$ cat config.mk
export PLATFORM = sky130hd
export DESIGN_NAME = march_pattern_gen
export DESIGN_NICKNAME = d
export VERILOG_FILES = /design/src/rtl/march_pattern_gen_pkg.sv /design/src/rtl/march_pattern_gen_addr_seq.sv /design/src/rtl/march_pattern_gen.sv
export SDC_FILE = /design/constraint.sdc
export NUM_CORES = 1
export LEC_CHECK = 0
export ABC_AREA = 1
export CORE_UTILIZATION = 50
export DETAILED_ROUTE_END_ITERATION = 12
export PLACE_DENSITY_LB_ADDON = 0.05
export SETUP_SLACK_MARGIN = 0.5
export SYNTH_ARGS = -nofsm -noshare
export SYNTH_HDL_FRONTEND = slang
export SYNTH_SLANG_ARGS = --single-unit
$ cat constraint.sdc
create_clock -name clk -period 5.9 [get_ports clk]
set_input_delay 1.18 -clock clk [delete_from_list [all_inputs] [get_ports clk]]
set_output_delay 1.18 -clock clk [all_outputs]
set_load 0.05 [all_outputs]
$ cat src/rtl/march_pattern_gen_pkg.sv
// march_pattern_gen_pkg
// Shared definitions for the March C- pattern generator: default sizes,
// controller state encoding, element encoding and the per-element tables
// (sweep direction, op count, read/write data values).
package march_pattern_gen_pkg;

  localparam int unsigned DEF_ADDR_W   = 8;
  localparam int unsigned DEF_DATA_W   = 4;
  localparam int unsigned DEF_READ_LAT = 2;

  typedef enum logic [1:0] {
    ST_IDLE  = 2'd0,
    ST_RUN   = 2'd1,
    ST_DRAIN = 2'd2,
    ST_DONE  = 2'd3
  } state_e;

  // M0 up(w0); M1 up(r0,w1); M2 up(r1,w0); M3 down(r0,w1); M4 down(r1,w0); M5 down(r0)
  typedef enum logic [2:0] {
    M0 = 3'd0,
    M1 = 3'd1,
    M2 = 3'd2,
    M3 = 3'd3,
    M4 = 3'd4,
    M5 = 3'd5
  } elem_e;

  // Tables are bit vectors indexed by the element number (bit 0 = M0).
  localparam logic [5:0] ELEM_DOWN       = 6'b111000;  // descending sweep
  localparam logic [5:0] ELEM_TWO_OPS    = 6'b011110;  // read then write at each address
  localparam logic [5:0] ELEM_FIRST_READ = 6'b111110;  // first op at an address is a read
  localparam logic [5:0] ELEM_RVAL       = 6'b010100;  // value expected by the read
  localparam logic [5:0] ELEM_WVAL       = 6'b001010;  // value written by the write

  function automatic logic elem_flag(input logic [5:0] tbl, input elem_e e);
    return tbl[e];
  endfunction

  function automatic elem_e next_elem(input elem_e e);
    return elem_e'(e + 3'd1);
  endfunction

endpackage

$ cat src/rtl/march_pattern_gen_addr_seq.sv
// march_addr_seq
// Up/down SRAM address counter used by the March C- sequencer.
//   clk, rst_n       clock / async active-low reset
//   clear_i          force address to 0 (start of run)
//   load_i           load sweep start: all-ones when load_down_i, else 0
//   adv_i            step one address in the direction given by down_i
//   addr_o           current address
//   at_min_o/at_max_o  last-address flags for down/up sweeps
module march_addr_seq #(
  parameter int unsigned ADDR_W = 8
) (
  input  logic              clk,
  input  logic              rst_n,
  input  logic              clear_i,
  input  logic              load_i,
  input  logic              load_down_i,
  input  logic              adv_i,
  input  logic              down_i,
  output logic [ADDR_W-1:0] addr_o,
  output logic              at_min_o,
  output logic              at_max_o
);

  logic [ADDR_W-1:0] addr_q, addr_d;

  always_comb begin
    addr_d = addr_q;
    if (clear_i) begin
      addr_d = '0;
    end else if (load_i) begin
      addr_d = load_down_i ? '1 : '0;
    end else if (adv_i) begin
      addr_d = down_i ? (addr_q - ADDR_W'(1)) : (addr_q + ADDR_W'(1));
    end
  end

  always_ff @(posedge clk or negedge rst_n) begin
    if (!rst_n) begin
      addr_q <= '0;
    end else begin
      addr_q <= addr_d;
    end
  end

  assign addr_o   = addr_q;
  assign at_min_o = (addr_q == '0);
  assign at_max_o = (addr_q == '1);

endmodule

$ cat src/rtl/march_pattern_gen.sv
// march_pattern_gen
// March C- SRAM test pattern generator. Issues one operation per cycle,
// tracks reads through a READ_LAT-deep pipeline and records the first
// failing address reported by the external comparator.
//   clk, rst_n         clock / async active-low reset
//   start              one-cycle pulse, begins a run from IDLE or DONE
//   comp_fail          comparator mismatch, valid READ_LAT cycles after a read
//   addr, we, re       SRAM address and strobes
//   wdata, exp_data    write data / expected read data
//   comp_en_n          comparator enable (low = compare)
//   busy, done, fail   status; fail_addr holds the first failing address
// Build option: MARCH_STOP_ON_FAIL_EN stops issuing operations at the first
// detected failure and drains to DONE.
//
// state    | meaning
// ---------+-----------------------------------------------------------
// ST_IDLE  | after reset, waiting for start
// ST_RUN   | issuing March C- operations
// ST_DRAIN | no new ops, waiting READ_LAT cycles for in-flight reads
// ST_DONE  | run complete, status held until next start
module march_pattern_gen
  import march_pattern_gen_pkg::*;
#(
  parameter int unsigned ADDR_W   = DEF_ADDR_W,
  parameter int unsigned DATA_W   = DEF_DATA_W,
  parameter int unsigned READ_LAT = DEF_READ_LAT
) (
  input  logic              clk,
  input  logic              rst_n,
  input  logic              start,
  input  logic              comp_fail,
  output logic [ADDR_W-1:0] addr,
  output logic              we,
  output logic              re,
  output logic [DATA_W-1:0] wdata,
  output logic [DATA_W-1:0] exp_data,
  output logic              comp_en_n,
  output logic              busy,
  output logic              done,
  output logic              fail,
  output logic [ADDR_W-1:0] fail_addr
);

  localparam int unsigned CNT_W = $clog2(READ_LAT + 1);
  localparam logic [CNT_W-1:0] DRAIN_INIT = CNT_W'(READ_LAT - 1);

  state_e            state_q, state_d;
  elem_e             elem_q, elem_d;
  logic              phase_q, phase_d;
  logic [CNT_W-1:0]  drain_q, drain_d;
  logic              fail_q, fail_d;
  logic [ADDR_W-1:0] fail_addr_q, fail_addr_d;

  logic [READ_LAT-1:0] rv_q;
  logic [ADDR_W-1:0]   ap_q [READ_LAT];

  logic              seq_clear, seq_load, seq_load_down, seq_adv;
  logic [ADDR_W-1:0] seq_addr;
  logic              seq_at_min, seq_at_max, seq_last;
  logic              op_last, op_read, fail_det, stop_now;

  march_addr_seq #(.ADDR_W(ADDR_W)) u_addr_seq (
    .clk         (clk),
    .rst_n       (rst_n),
    .clear_i     (seq_clear),
    .load_i      (seq_load),
    .load_down_i (seq_load_down),
    .adv_i       (seq_adv),
    .down_i      (elem_flag(ELEM_DOWN, elem_q)),
    .addr_o      (seq_addr),
    .at_min_o    (seq_at_min),
    .at_max_o    (seq_at_max)
  );

  assign seq_last = elem_flag(ELEM_DOWN, elem_q) ? seq_at_min : seq_at_max;
  // phase is 0 for the first op at an address, 1 for the second
  assign op_last  = (phase_q == elem_flag(ELEM_TWO_OPS, elem_q));
  assign op_read  = !phase_q && elem_flag(ELEM_FIRST_READ, elem_q);
  assign fail_det = rv_q[READ_LAT-1] && comp_fail;

`ifdef MARCH_STOP_ON_FAIL_EN
  // Detection suppresses the op in the same cycle so nothing follows it.
  assign stop_now = (state_q == ST_RUN) && fail_det;
`else
  assign stop_now = 1'b0;
`endif

  always_comb begin
    state_d       = state_q;
    elem_d        = elem_q;
    phase_d       = phase_q;
    drain_d       = drain_q;
    fail_d        = fail_q;
    fail_addr_d   = fail_addr_q;
    seq_clear     = 1'b0;
    seq_load      = 1'b0;
    seq_load_down = 1'b0;
    seq_adv       = 1'b0;
    we            = 1'b0;
    re            = 1'b0;
    wdata         = '0;
    exp_data      = '0;

    if (fail_det && !fail_q) begin
      fail_d      = 1'b1;
      fail_addr_d = ap_q[READ_LAT-1];
    end

    unique case (state_q)
      ST_IDLE, ST_DONE: begin
        if (start) begin
          state_d     = ST_RUN;
          elem_d      = M0;
          phase_d     = 1'b0;
          seq_clear   = 1'b1;
          fail_d      = 1'b0;
          fail_addr_d = '0;
        end
      end
      ST_RUN: begin
        if (stop_now) begin
          state_d = ST_DRAIN;
          drain_d = DRAIN_INIT;
        end else begin
          if (op_read) begin
            re       = 1'b1;
            exp_data = {DATA_W{elem_flag(ELEM_RVAL, elem_q)}};
          end else begin
            we    = 1'b1;
            wdata = {DATA_W{elem_flag(ELEM_WVAL, elem_q)}};
          end
          if (!op_last) begin
            phase_d = 1'b1;
          end else begin
            phase_d = 1'b0;
            if (!seq_last) begin
              seq_adv = 1'b1;
            end else if (elem_q == M5) begin
              state_d = ST_DRAIN;
              drain_d = DRAIN_INIT;
            end else begin
              // load the next sweep start in the same cycle: no idle slot at the wrap
              elem_d        = next_elem(elem_q);
              seq_load      = 1'b1;
              seq_load_down = elem_flag(ELEM_DOWN, next_elem(elem_q));
            end
          end
        end
      end
      ST_DRAIN: begin
        if (drain_q == '0) begin
          state_d = ST_DONE;
        end else begin
          drain_d = drain_q - CNT_W'(1);
        end
      end
      default: state_d = ST_IDLE;
    endcase
  end

  always_ff @(posedge clk or negedge rst_n) begin
    if (!rst_n) begin
      state_q     <= ST_IDLE;
      elem_q      <= M0;
      phase_q     <= 1'b0;
      drain_q     <= '0;
      fail_q      <= 1'b0;
      fail_addr_q <= '0;
    end else begin
      state_q     <= state_d;
      elem_q      <= elem_d;
      phase_q     <= phase_d;
      drain_q     <= drain_d;
      fail_q      <= fail_d;
      fail_addr_q <= fail_addr_d;
    end
  end

  always_ff @(posedge clk or negedge rst_n) begin
    if (!rst_n) begin
      rv_q <= '0;
      for (int i = 0; i < READ_LAT; i++) ap_q[i] <= '0;
    end else begin
      rv_q[0] <= re;
      ap_q[0] <= seq_addr;
      for (int i = 1; i < READ_LAT; i++) begin
        rv_q[i] <= rv_q[i-1];
        ap_q[i] <= ap_q[i-1];
      end
    end
  end

  // Comparator is enabled in the cycle the SRAM data for a read is present.
  generate
    if (READ_LAT == 1) begin : g_cen_direct
      assign comp_en_n = !re;
    end else begin : g_cen_pipe
      assign comp_en_n = !rv_q[READ_LAT-2];
    end
  endgenerate

  assign addr      = seq_addr;
  assign busy      = (state_q == ST_RUN) || (state_q == ST_DRAIN);
  assign done      = (state_q == ST_DONE);
  assign fail      = fail_q;
  assign fail_addr = fail_addr_q;

endmodule

Word level (Yosys, flattened, before mapping)
Memories as Yosys holds them, arrays and structs flattened.
Index checks and enable logic that the tools add are counted.
Word-level totals
  register bits: 43
  input bits: 4
  ROM bits: 48
  memories kept: 6
Cells by class
  equal/unequal tests: 13
  reductions and logical operators: 18
  mux-type cells: 58
  add/subtract/negate cells: 4
  order comparisons: 2
Memories
  (no name shown): depth 8, bits a word 1, read ports 1, clocked after Yosys merged registers in 0, wr ports 0, RTL line march_pattern_gen_pkg.sv:36  | return tbl[e];
  (no name shown): depth 8, bits a word 1, read ports 1, clocked after Yosys merged registers in 0, wr ports 0, RTL line march_pattern_gen_pkg.sv:36
  (no name shown): depth 8, bits a word 1, read ports 1, clocked after Yosys merged registers in 0, wr ports 0, RTL line march_pattern_gen_pkg.sv:36
  (no name shown): depth 8, bits a word 1, read ports 1, clocked after Yosys merged registers in 0, wr ports 0, RTL line march_pattern_gen_pkg.sv:36
  (no name shown): depth 8, bits a word 1, read ports 1, clocked after Yosys merged registers in 0, wr ports 0, RTL line march_pattern_gen_pkg.sv:36
  (no name shown): depth 8, bits a word 1, read ports 1, clocked after Yosys merged registers in 0, wr ports 0, RTL line march_pattern_gen_pkg.sv:36
Operators by type and width (count)
  2-to-1 mux 8 bit: 8
  2-to-1 mux 1 bit: 29
  2-to-1 mux 2 bit: 9
  2-to-1 mux 4 bit: 4
  AND reduction 5 bit: 3
  != test 2 bit (second input constant): 7
  2-to-1 mux 3 bit: 4
  adder 8 x 1 -> 8 bit (second input constant): 1
  equality test 8 bit (second input constant): 1
  zero test 8 bit: 1
  < comparator 3 x 4 -> 1 bit (second input constant): 2
  subtractor 8 x 1 -> 8 bit (second input constant): 1
  one-hot mux 2 bit (3 select lines): 1
  one-hot mux 3 bit (2 select lines): 1
  equality test 2 bit (second input constant): 2
  zero test 2 bit: 2
  one-hot mux 2 bit (2 select lines): 1
  nonzero test 2 bit: 2
  adder 3 x 1 -> 3 bit (second input constant): 1
  equality test 3 bit (second input constant): 1
  logical AND 1 bit: 3
  zero test 1 bit: 3
  nonzero test 3 bit: 1
  equality test 2 x 1 -> 1 bit (second input constant): 1
  6 further kinds: 6

Longest topological paths before layout
Gate-level depths: netlist of the first run.
  depth after elaboration: 10
  mapped depth: 13
  mapped depth without buffers: 13

Hierarchy
Synthesis of the first run repeated with hierarchy kept, for this count alone.
Unflattened totals
  cells, all modules: 270
  area total of the unflattened synthesis: 2331.0 sq um
Modules (own cells, without submodules)
  march_pattern_gen: area an instance 1635.3 sq um, cells each 167, times used 1, sequential area each 875.8 sq um
  march_addr_seq: area an instance 695.7 sq um, cells each 103, times used 1, sequential area each 200.2 sq um

Least setup slack after synthesis of the first run
Ideal clock, no wire load.
  path type: flip-flop to output port
  start: reg elem_q[0]
  end: out wdata[1]
  data required time: 4.720 ns
  path slack: 1.748 ns
  arrival time: 2.972 ns
  path buffers: 1
  cell stages (with the launch flop): 8
  cell sequence: dfrtp_1 inv_1 ha_1 nand2_2 nand2_1 inv_1 nor4_1 buf_4
On the way
  word-level cells in the longest chain between the ends: 5
RTL lines
  start, declared: RTL line march_pattern_gen.sv:48  | elem_e elem_q, elem_d;
  start signal, assigned: RTL line march_pattern_gen.sv:171  | elem_q <= elem_d;
  memory read (8 x 1 bit)
  2-to-1 mux 1 bit (implied by the code): RTL line march_pattern_gen_pkg.sv:36
  logical AND 1 bit: RTL line march_pattern_gen.sv:78  | assign op_read = !phase_q && elem_flag(ELEM_FIRST_READ, elem_q);
  2-to-1 mux 4 bit *: RTL line march_pattern_gen.sv:125  | if (op_read) begin
  2-to-1 mux 4 bit *: RTL line march_pattern_gen.sv:109  | unique case (state_q)
  end, declared: RTL line march_pattern_gen.sv:35  | output logic [DATA_W-1:0] wdata,
Mark *: on every way between the ends. The rest lies on a longest branch, timed or not. The select of a mux whose other input is x is not followed.

Worst setup path in the final report of the first run
  start: reg elem_q[0]
  end: out wdata[2]
Same word-level chain as after synthesis.

==> results of run 1 <==
-- per-stage QoR --
step	utilization, %	area (sq um)
global route	62.56	2761
detailed placement	59.95	2646
global placement	59.95	2646
finish	62.56	2761
CTS	62.56	2761
floorplan	-	2327
-- worst max-delay path: cells and delay by family (launching register included) --
kind | cells | cell delay (ps)
and+or+nand+nor | 3 | 630
adders and majority gates | 1 | 180
buffers and inverters | 3 | 1130
DFF | 1 | 440
-- power groups by stage --
| stage | clock network [mW] | registers, mW | logic (mW) |
|---|---|---|---|
| after CTS | 0.237 | 0.479 | 0.933 |
| final | 0.229 | 0.477 | 0.927 |
| after global placement | 0 | 0.480 | 0.923 |
| after detailed placement | 0 | 0.483 | 0.930 |
| after floorplan | 0 | 0.604 | 0.572 |
| after global routing | 0.251 | 0.495 | 1.01 |
-- registers in the layout, indices dropped and copies added, names as in the netlist --
name               cells
ap_q                  16
phase_q                1
state_q                2
fail                   1
u_addr_seq.addr_o      8
fail_addr              8
elem_q                 3
drain_q                2
rv_q                   2
-- Yosys cell counts --
master | count | area share, %
nor2_2 | 1 | 0.27
buf_4 | 6 | 1.9
nand2b_1 | 1 | 0.27
nand3_2 | 3 | 1.3
nand2_2 | 6 | 1.6
inv_1 | 27 | 4.4
nor2_1 | 28 | 4.5
clkbuf_1 | 1 | 0.16
nor3_1 | 3 | 0.64
ha_1 | 16 | 8.6
nand3_4 | 1 | 0.75
buf_6 | 2 | 0.97
nor4_1 | 1 | 0.27
o211ai_1 | 2 | 0.64
o21ai_0 | 11 | 2.4
o21ai_1 | 4 | 0.86
fa_1 | 1 | 0.86
nor2_8 | 1 | 0.86
or2_2 | 2 | 0.54
a21oi_1 | 5 | 1.1
inv_2 | 3 | 0.48
xnor2_1 | 1 | 0.38
nand3b_2 | 1 | 0.48
nand4_1 | 8 | 2.2
xor2_1 | 2 | 0.75
a21o_1 | 1 | 0.32
dfrtp_1 | 43 | 46
a21oi_4 | 2 | 1.4
nor2_4 | 2 | 0.97
nand3_1 | 26 | 5.6
nand2_4 | 2 | 0.97
nand3b_1 | 1 | 0.32
nand2_1 | 44 | 7.1
-- layout make-up --
cell class | count | area (sq um) | share of cell area (%)
Timing Repair Buffer | 33 | 325.3 | 11.78
Sequential cell | 43 | 1076 | 38.97
Clock buffer | 5 | 68.82 | 2.492
Clock inverter | 3 | 46.29 | 1.676
Inverter | 30 | 112.6 | 4.078
Tap cell | 52 | 65.06 | 2.356
Multi-Input combinational cell | 176 | 1067 | 38.65
-- routing by layer --
layer | vias up | part of all wire (%)
li1 | 892 | -
met1 | 780 | 47
met2 | 48 | 46
met3 | 6 | 5.3
met4 | 0 | 1.8
met5 | - | 0
-- path summary, 6_finish.rpt --
check                               start                   end  slack (ps)
worst min-delay path             ap_q[11]               ap_q[3]         340
max in group asynchronous           rst_n                  fail        4320
min in group asynchronous           rst_n          fail_addr[0]        1010
worst max-delay path            elem_q[0]              wdata[2]        2030
worst max register to register  elem_q[2]  u_addr_seq.addr_o[7]        3620
worst min register to register   ap_q[11]               ap_q[3]         340
-- cell families (layout without fill, tap and decap cells) --
logic type      Yosys count  count (layout)  synth area share (%)
flops                    43              43                 46.24
fa+ha+maj                17              17                 9.462
compound gates           25              25                 6.666
buf+inv                  39              71                 7.903
simple gates            131             131                 28.60
xor+xnor                  3               3                 1.129
==> impl_metrics.yaml, run 1 <==
run:
  maxCapViolations: 0
routing:
  vias: 1726
  wire_per_inst_um: 12.17
  antenna_left: 0
  drc: 0
  drtIter0Drc: 150
  first_pass_iters: 4
  routed_wl_um: 4163
  viasPerCell: 5.047
pwr:
  total_power_mw: 1.633
  seqPwrFrac_pct: 29.2
  powerDensity_nw_per_um2: 591.2
  leakage_nw: 1.451
  ir_drop_v: 0.0003313
  switching_share_pct: 49.37
  p_comb_share_pct: 56.8
  p_int_mw: 0.8266
  power.share.clock_pct: 14.0
  p_switching_mw: 0.8060
sta:
  slew_viol_final: 0
  slew_headroom_pct: 39.23
  layout_min_cycle_time_ps: 3866
  fin_worst_skew_ps: 6.777
  worst_slack_ps: 2034
  post-route-period-util_pct: 65.52
  rsz0062_at_grt: "no"
  finalSetupViolCount: 0
  fmaxAchievable_ghz: 0.2587
  whs_ps: 343.9
  hold_viol: 0
  fin_tns_setup_ps: 0
  worstMarginPinSlew_ps: 911.6
global_routing:
  grt_antenna_before_repair: 0
  grt_pass1_wl_um: 7210
  met3_usage_pct: 4.040
  grt_start_max_net_pins: 44
  grt_usage_pct: 18.59
  use_met1_pct: 26.60
  grt_pass1_vias: 1541
  grt_busiest_layer: "met2"
  grt_use_met2_pct: 27.41
  overflow: 0
cts:
  clockBufferDepth: 2
  cts_resized: 0
  cts_setup_buffers: 0
  postCtsHoldBufs: 0
  numCtsBuffers: 5
  cts_root_buf: "clkbuf_8"
  ctsHtreeMaxLevel: 2
  clkTransAtPathRegs_ps: 90
  cts_tree: "yes"
  clk_latency_ps: 290
  cts_sinks: 43
die:
  io_pins: 34
  fp.dieArea_sq_um: 4932
  core_area_sq_um: 4414
  fp.dieW_um: 70.23
  start_util_pct: 52.72
  die_height_um: 70.23
  rows: 24
logic_synthesis:
  syn-num-nets: 279
  avgSynthCellArea_sq_um: 9.020
  netlist_instances: 258
  ys_warn_count: 0
  synth_seq_area_share_pct: 46.24
  syn_area_sq_um: 2327
  ys_types: 33
  ys_ff_latch: 43
setup_path:
  max_stage_delay_ps: 920
  critical_path.cell_chain: "inv_1 > ha_1 > nand2_2 > nand2_1 > inv_1 > nor4_1 > clkdlybuf4s50_1"
  end_kind: "output port"
  cp.required_ps: 4720
  arrival_ps: 2690
  slowest_stage: "clkdlybuf4s50_1"
  start_kind: "flop"
  crit_fanout: 5
  ff2ff_path_depth: 12
  cpMostUsedCell: "inv_1"
  worstSetupPathType: "flop to output port"
final_layout:
  nFillCells: 402
  finalNetCount: 310
  layout_common_cells: "nand2_1 (44), dfrtp_1 (43), clkdlybuf4s50_1 (32)"
  area_growth_pct: 18.66
  final_layout_size_suffix_gt1_share_pct: 11.38
  n_antenna_cell: 0
  final_common_cell: "nand2_1"
  final_cells: 342
worst_hold_path:
  holdCritPathClass: "flop to flop"
  hold_depth: 0
place:
  dp_slack_ps: 2334
  port_buffers: 33
  hpwlAfterDp_um: 3076
  place_congestion: 0.8337
  place_inst: 334
outcome:
  outcome: "finished, final reports clean"
No activity file was read; power rests on OpenSTA's default activity.
==> run 2: changes to the inputs <==
- CORE_UTILIZATION: 50 -> 49
- clock period: 5.9 -> 3.1 ns (I/O delays scaled with it)
==> run 2 against run 1 <==
Effect of this change: the run now ends with DRC left; critical path type unchanged; clock-buffer cell count up 1; setup slack worse by 1400 ps; core utilization down 1.5 points; wire length down 0.41%; combinational power up 88%; worst hold slack better by 8.8 ps.
==> impl_metrics.yaml, run 2 (synthesized netlist as in run 1, its figures left out) <==
outcome:
  outcome: "finished, violations left"
  violations: "DRC"
setup_path:
  max_stage_delay_ps: 420
  cp.required_ps: 2480
  start_kind: "flop"
  crit_fanout: 8
  arrival_ps: 1870
  critical_path.cell_chain: "inv_1 > ha_1 > inv_2 > nor3_2 > clkbuf_2"
  end_kind: "output port"
  worstSetupPathType: "flop to output port"
  slowest_stage: "dfrtp_1"
routing:
  drc: 5
  vias: 1732
  viasPerCell: 5.064
  routed_wl_um: 4146
  drtIter0Drc: 83
  antenna_left: 0
  wire_per_inst_um: 12.12
  first_pass_iters: 10
place:
  port_buffers: 33
  dpl-instance-area_sq_um: 2666
  hpwlAfterDp_um: 3060
  place_inst: 334
  place_congestion: 0.8391
die:
  core_area_sq_um: 4444
  fp.dieArea_sq_um: 5029
  start_util_pct: 52.36
  die_height_um: 70.92
  fp.dieW_um: 70.92
  rows: 24
  io_pins: 34
cts:
  cts_sinks: 43
  clkTransAtPathRegs_ps: 80
  clockBufferDepth: 2
  ctsHtreeMaxLevel: 2
  numCtsBuffers: 5
  cts_tree: "yes"
  cts_root_buf: "clkbuf_8"
  postCtsHoldBufs: 0
  cts_setup_buffers: 0
  clk_latency_ps: 290
final_layout:
  top_register: "ap_q"
  final_cells: 342
  final_layout_size_suffix_gt1_share_pct: 15.17
  final_common_cell: "nand2_1"
  nFillCells: 408
  finalNetCount: 310
  area_growth_pct: 16.61
  largest_register_ffs: 16
  postLayoutCellArea_sq_um: 2714
  layout_common_cells: "nand2_1 (44), dfrtp_1 (43), nor2_1 (28)"
  n_antenna_cell: 0
pwr:
  powerDensity_nw_per_um2: 1105
  leakage_nw: 1.455
  total_power_mw: 2.998
  ir_drop_v: 0.0005582
global_routing:
  overflow: 0
  grt_pass1_wl_um: 7293
  grt_start_max_net_pins: 44
  grt_usage_pct: 18.50
  grt_pass1_vias: 1624
  grt_antenna_before_repair: 0
run:
  maxCapViolations: 0
sta:
  slew_headroom_pct: 39.28
  slew_viol_final: 0
  layout_min_cycle_time_ps: 2488
  fin_worst_skew_ps: 3.372
  fmaxAchievable_ghz: 0.4019
  hold_viol: 0
  post-route-period-util_pct: 80.27
  worstMarginPinSlew_ps: 910.7
  rsz0062_at_grt: "yes"
  finalSetupViolCount: 0
  fin_tns_setup_ps: 0
worst_hold_path:
  holdCritPathClass: "flop to flop"
## run 2: layer usage
metal / vias up / track usage (%) / share of wire [%]
li1: 899 / - / -
met1: 795 / 25.63 / 48
met2: 32 / 28.95 / 46
met3: 6 / 4.131 / 4.3
met4: 0 / 6.222 / 1.4
met5: - / 0 / 0
## run 2: layout make-up
type | instances | area [sq um] | area share (%)
clock buffer | 6 | 72.57 | 2.674
clock inverter | 2 | 12.51 | 0.4610
inverter | 30 | 112.6 | 4.149
multi-input combinational | 176 | 1087 | 40.06
sequential | 43 | 1076 | 39.65
tap | 52 | 65.06 | 2.397
timing repair buffer | 33 | 287.8 | 10.60
## run 2: metrics by stage
stage	utilization [%]	setup slack (ps)	hold slack, ps
floorplan	-	508.4	324.4
global placement	59.99	409.6	331.6
detailed placement	59.99	354.3	334.7
CTS	61.49	385.7	353.9
global route	61.06	424.0	357.7
finish	61.06	611.7	352.8
## run 2: critical path: cells and delay by family, from the launching register on
| family | cells | cell delay [ps] |
|---|---|---|
| buffers and inverters | 3 | 590 |
| DFF | 1 | 420 |
| adders and majority gates | 1 | 290 |
| and+or+nand+nor | 1 | 280 |
## run 2: repair_timing
action | 4_1_cts | 5_1_grt
pin swaps | 0 | 0
gates resized for setup | 28 | 17
setup endpoints to repair | 11 | 9
## run 2: where the power goes
part           internal (mW)  total, mW  switching (mW)
clock                  0.157      0.341           0.184
combinational          0.539       1.74            1.21
sequential             0.762      0.912           0.150
## run 2: worst paths after layout
path	from	to	slack, ps	depth (start not counted)
max	state_q[1]	exp_data[2]	610	5
min	ap_q[8]	ap_q[0]	350	0
max in group asynchronous	rst_n	drain_q[1]	2080	1
min in group asynchronous	rst_n	fail_addr[0]	460	1
max reg2reg	elem_q[0]	u_addr_seq.addr_o[6]	820	11
min reg2reg	ap_q[8]	ap_q[0]	350	0
==> run 3: changes to the inputs <==
- clock period: 3.1 -> 2.1 ns (I/O delays scaled with it)
==> run 3 against run 2 <==
Effect of this change: the run ends with DRC, setup timing left; cell count increased by 9.4%; largest power group unchanged; wire length increased by 26%; critical endpoint is now wdata[2]; critical path type unchanged; clock skew increased by 4.0 ps.
==> impl_metrics.yaml, run 3 (synthesized netlist as in run 1, its figures left out) <==
pwr:
  seqPwrFrac_pct: 23.1
  powerDensity_nw_per_um2: 1689
  ir_drop_v: 0.001052
  p_int_mw: 3.041
  p_switching_mw: 2.805
  power.share.clock_pct: 11.2
  switching_share_pct: 47.98
  p_comb_share_pct: 65.7
  leakage_nw: 1.760
die:
  core_area_sq_um: 4444
  die_height_um: 70.92
  fp.dieArea_sq_um: 5029
  fp.dieW_um: 70.92
  io_pins: 34
  start_util_pct: 52.36
  rows: 24
final_layout:
  layout_common_cells: "dfrtp_1 (42), nand2_1 (30), buf_4 (26)"
  largest_register_ffs: 16
  finalNetCount: 342
  top_register: "ap_q"
  area_growth_pct: 48.76
  n_antenna_cell: 0
  postLayoutCellArea_sq_um: 3462
  final_layout_size_suffix_gt1_share_pct: 43.79
  final_common_cell: "dfrtp_1"
outcome:
  violations: "DRC, setup timing"
  outcome: "finished, violations left"
sta:
  fin_worst_skew_ps: 7.331
  slew_headroom_pct: 63.85
  hold_viol: 0
  finalSetupViolCount: 4
  post-route-period-util_pct: 103.8
  whs_ps: 186.0
  layout_min_cycle_time_ps: 2179
  worstMarginPinSlew_ps: 542.2
  worst_slack_ps: -79.47
  slew_viol_final: 0
  rsz0062_at_grt: "yes"
  fmaxAchievable_ghz: 0.4588
setup_path:
  worstSetupPathType: "flop to output port"
  crit_fanout: 4
  ff2ff_path_depth: 14
  r2r_slack_ps: 50
  start_kind: "flop"
  arrival_ps: 1760
  rr_endpoint: "u_addr_seq.addr_o[7]"
  rr_startpoint: "elem_q[0]"
  end_kind: "output port"
  cp.required_ps: 1680
routing:
  antenna_left: 0
  viasPerCell: 5.209
  routed_wl_um: 5212
  drtIter0Drc: 118
  vias: 1948
  wire_per_inst_um: 13.94
  drc: 10
  first_pass_iters: 8
place:
  hpwlAfterDp_um: 3198
  place_congestion: 0.8197
  dpl-instance-area_sq_um: 2948
  port_buffers: 33
cts:
  postCtsHoldBufs: 0
  cts_sinks: 43
  clk_latency_ps: 290
  clockBufferDepth: 2
  clkTransAtPathRegs_ps: 90
  cts_tree: "yes"
  numCtsBuffers: 5
  cts_root_buf: "clkbuf_8"
  ctsHtreeMaxLevel: 2
global_routing:
  overflow: 0
  grt_start_max_net_pins: 44
  grt_usage_pct: 21.63
  grt_pass1_wl_um: 8452
  grt_pass1_vias: 1783
  grt_antenna_before_repair: 0
worst_hold_path:
  holdCritPathClass: "input port to async pin"
run:
  maxCapViolations: 0
## run 3: changes by cell type in the layout (fill, tap and decap cells not counted), moves of 9 or more
cell and change:
inv_1 -9, nand2_1 -14, buf_12 +12, buf_6 +11
ha_1 -11, buf_4 +26, ha_4 +10, clkdlybuf4s50_1 -19
nand2_2 +9
## run 3: metrics by stage
| stage | TNS [ps] | total power, mW | instances | worst slack, ps | utilization [%] |
|---|---|---|---|---|---|
| 4_1_cts | -358.0 | 5.517 | 369 | -90.07 | 75.25 |
| 3_3_place_gp | 0 | 4.334 | 345 | 90.20 | 66.33 |
| 3_5_place_dp | 0 | 4.394 | 345 | 59.71 | 66.33 |
| 2_1_floorplan | -630.8 | 3.491 | 258 | -210.3 | - |
| 5_1_grt | -1032 | 6.193 | 374 | -131.9 | 77.90 |
| 6_report | -316.3 | 5.846 | 374 | -79.47 | 77.90 |
## run 3: worst max-delay path by stage
stage	start	to	slack [ps]	depth (start not counted)
final	elem_q[1]	wdata[2]	-80	9
after global routing	elem_q[1]	wdata[3]	-130	9
after CTS	elem_q[1]	wdata[2]	-90	9
after detailed placement	elem_q[0]	u_addr_seq.addr_o[7]	60	12
after global placement	elem_q[0]	u_addr_seq.addr_o[7]	90	12
after floorplan	elem_q[0]	wdata[1]	-210	7
## run 3: power groups by stage
stage,Sequential [mW],Combinational (mW),Clock [mW]
4_1_cts,1.34,3.51,0.669
2_1_floorplan,1.71,1.78,0
3_3_place_gp,1.34,3.00,0
5_1_grt,1.39,4.10,0.703
6_report,1.35,3.84,0.653
3_5_place_dp,1.35,3.04,0
## run 3: what timing repair did
action,CTS,global route
setup buffers,16,5
gates resized for setup,74,37
setup endpoints to repair,39,38
pin swaps,14,23
## run 3: layout make-up
type / instances / area [sq um]
multi-input cells: 176 / 1386
flip-flops and latches: 43 / 1077
fillers: 317 / 982.2
repair buffers: 65 / 680.7
inverters: 30 / 137.6
clock buffers: 5 / 68.82
well taps: 52 / 65.06
clock inverters: 3 / 46.29
## run 3: worst max-delay path, stage by stage (launching register included)
cell,delay (ps)
dfrtp_1,400
buf_6,130
inv_4,70
ha_4,130
nand2_4,50
nand2_4,70
inv_4,40
nor4_4,260
buf_6,180
buf_12,140
## run 3: metal layers
layer | wire length [um] | share of wire [%] | GRT usage [%] | vias up
met2 | 2555 | 49 | 34.72 | 48
met4 | 122 | 2.3 | 8.889 | 0
met3 | 166 | 3.2 | 2.422 | 12
met1 | 2367 | 45 | 30.13 | 926
li1 | - | - | - | 962
met5 | 0 | 0 | 0 | -
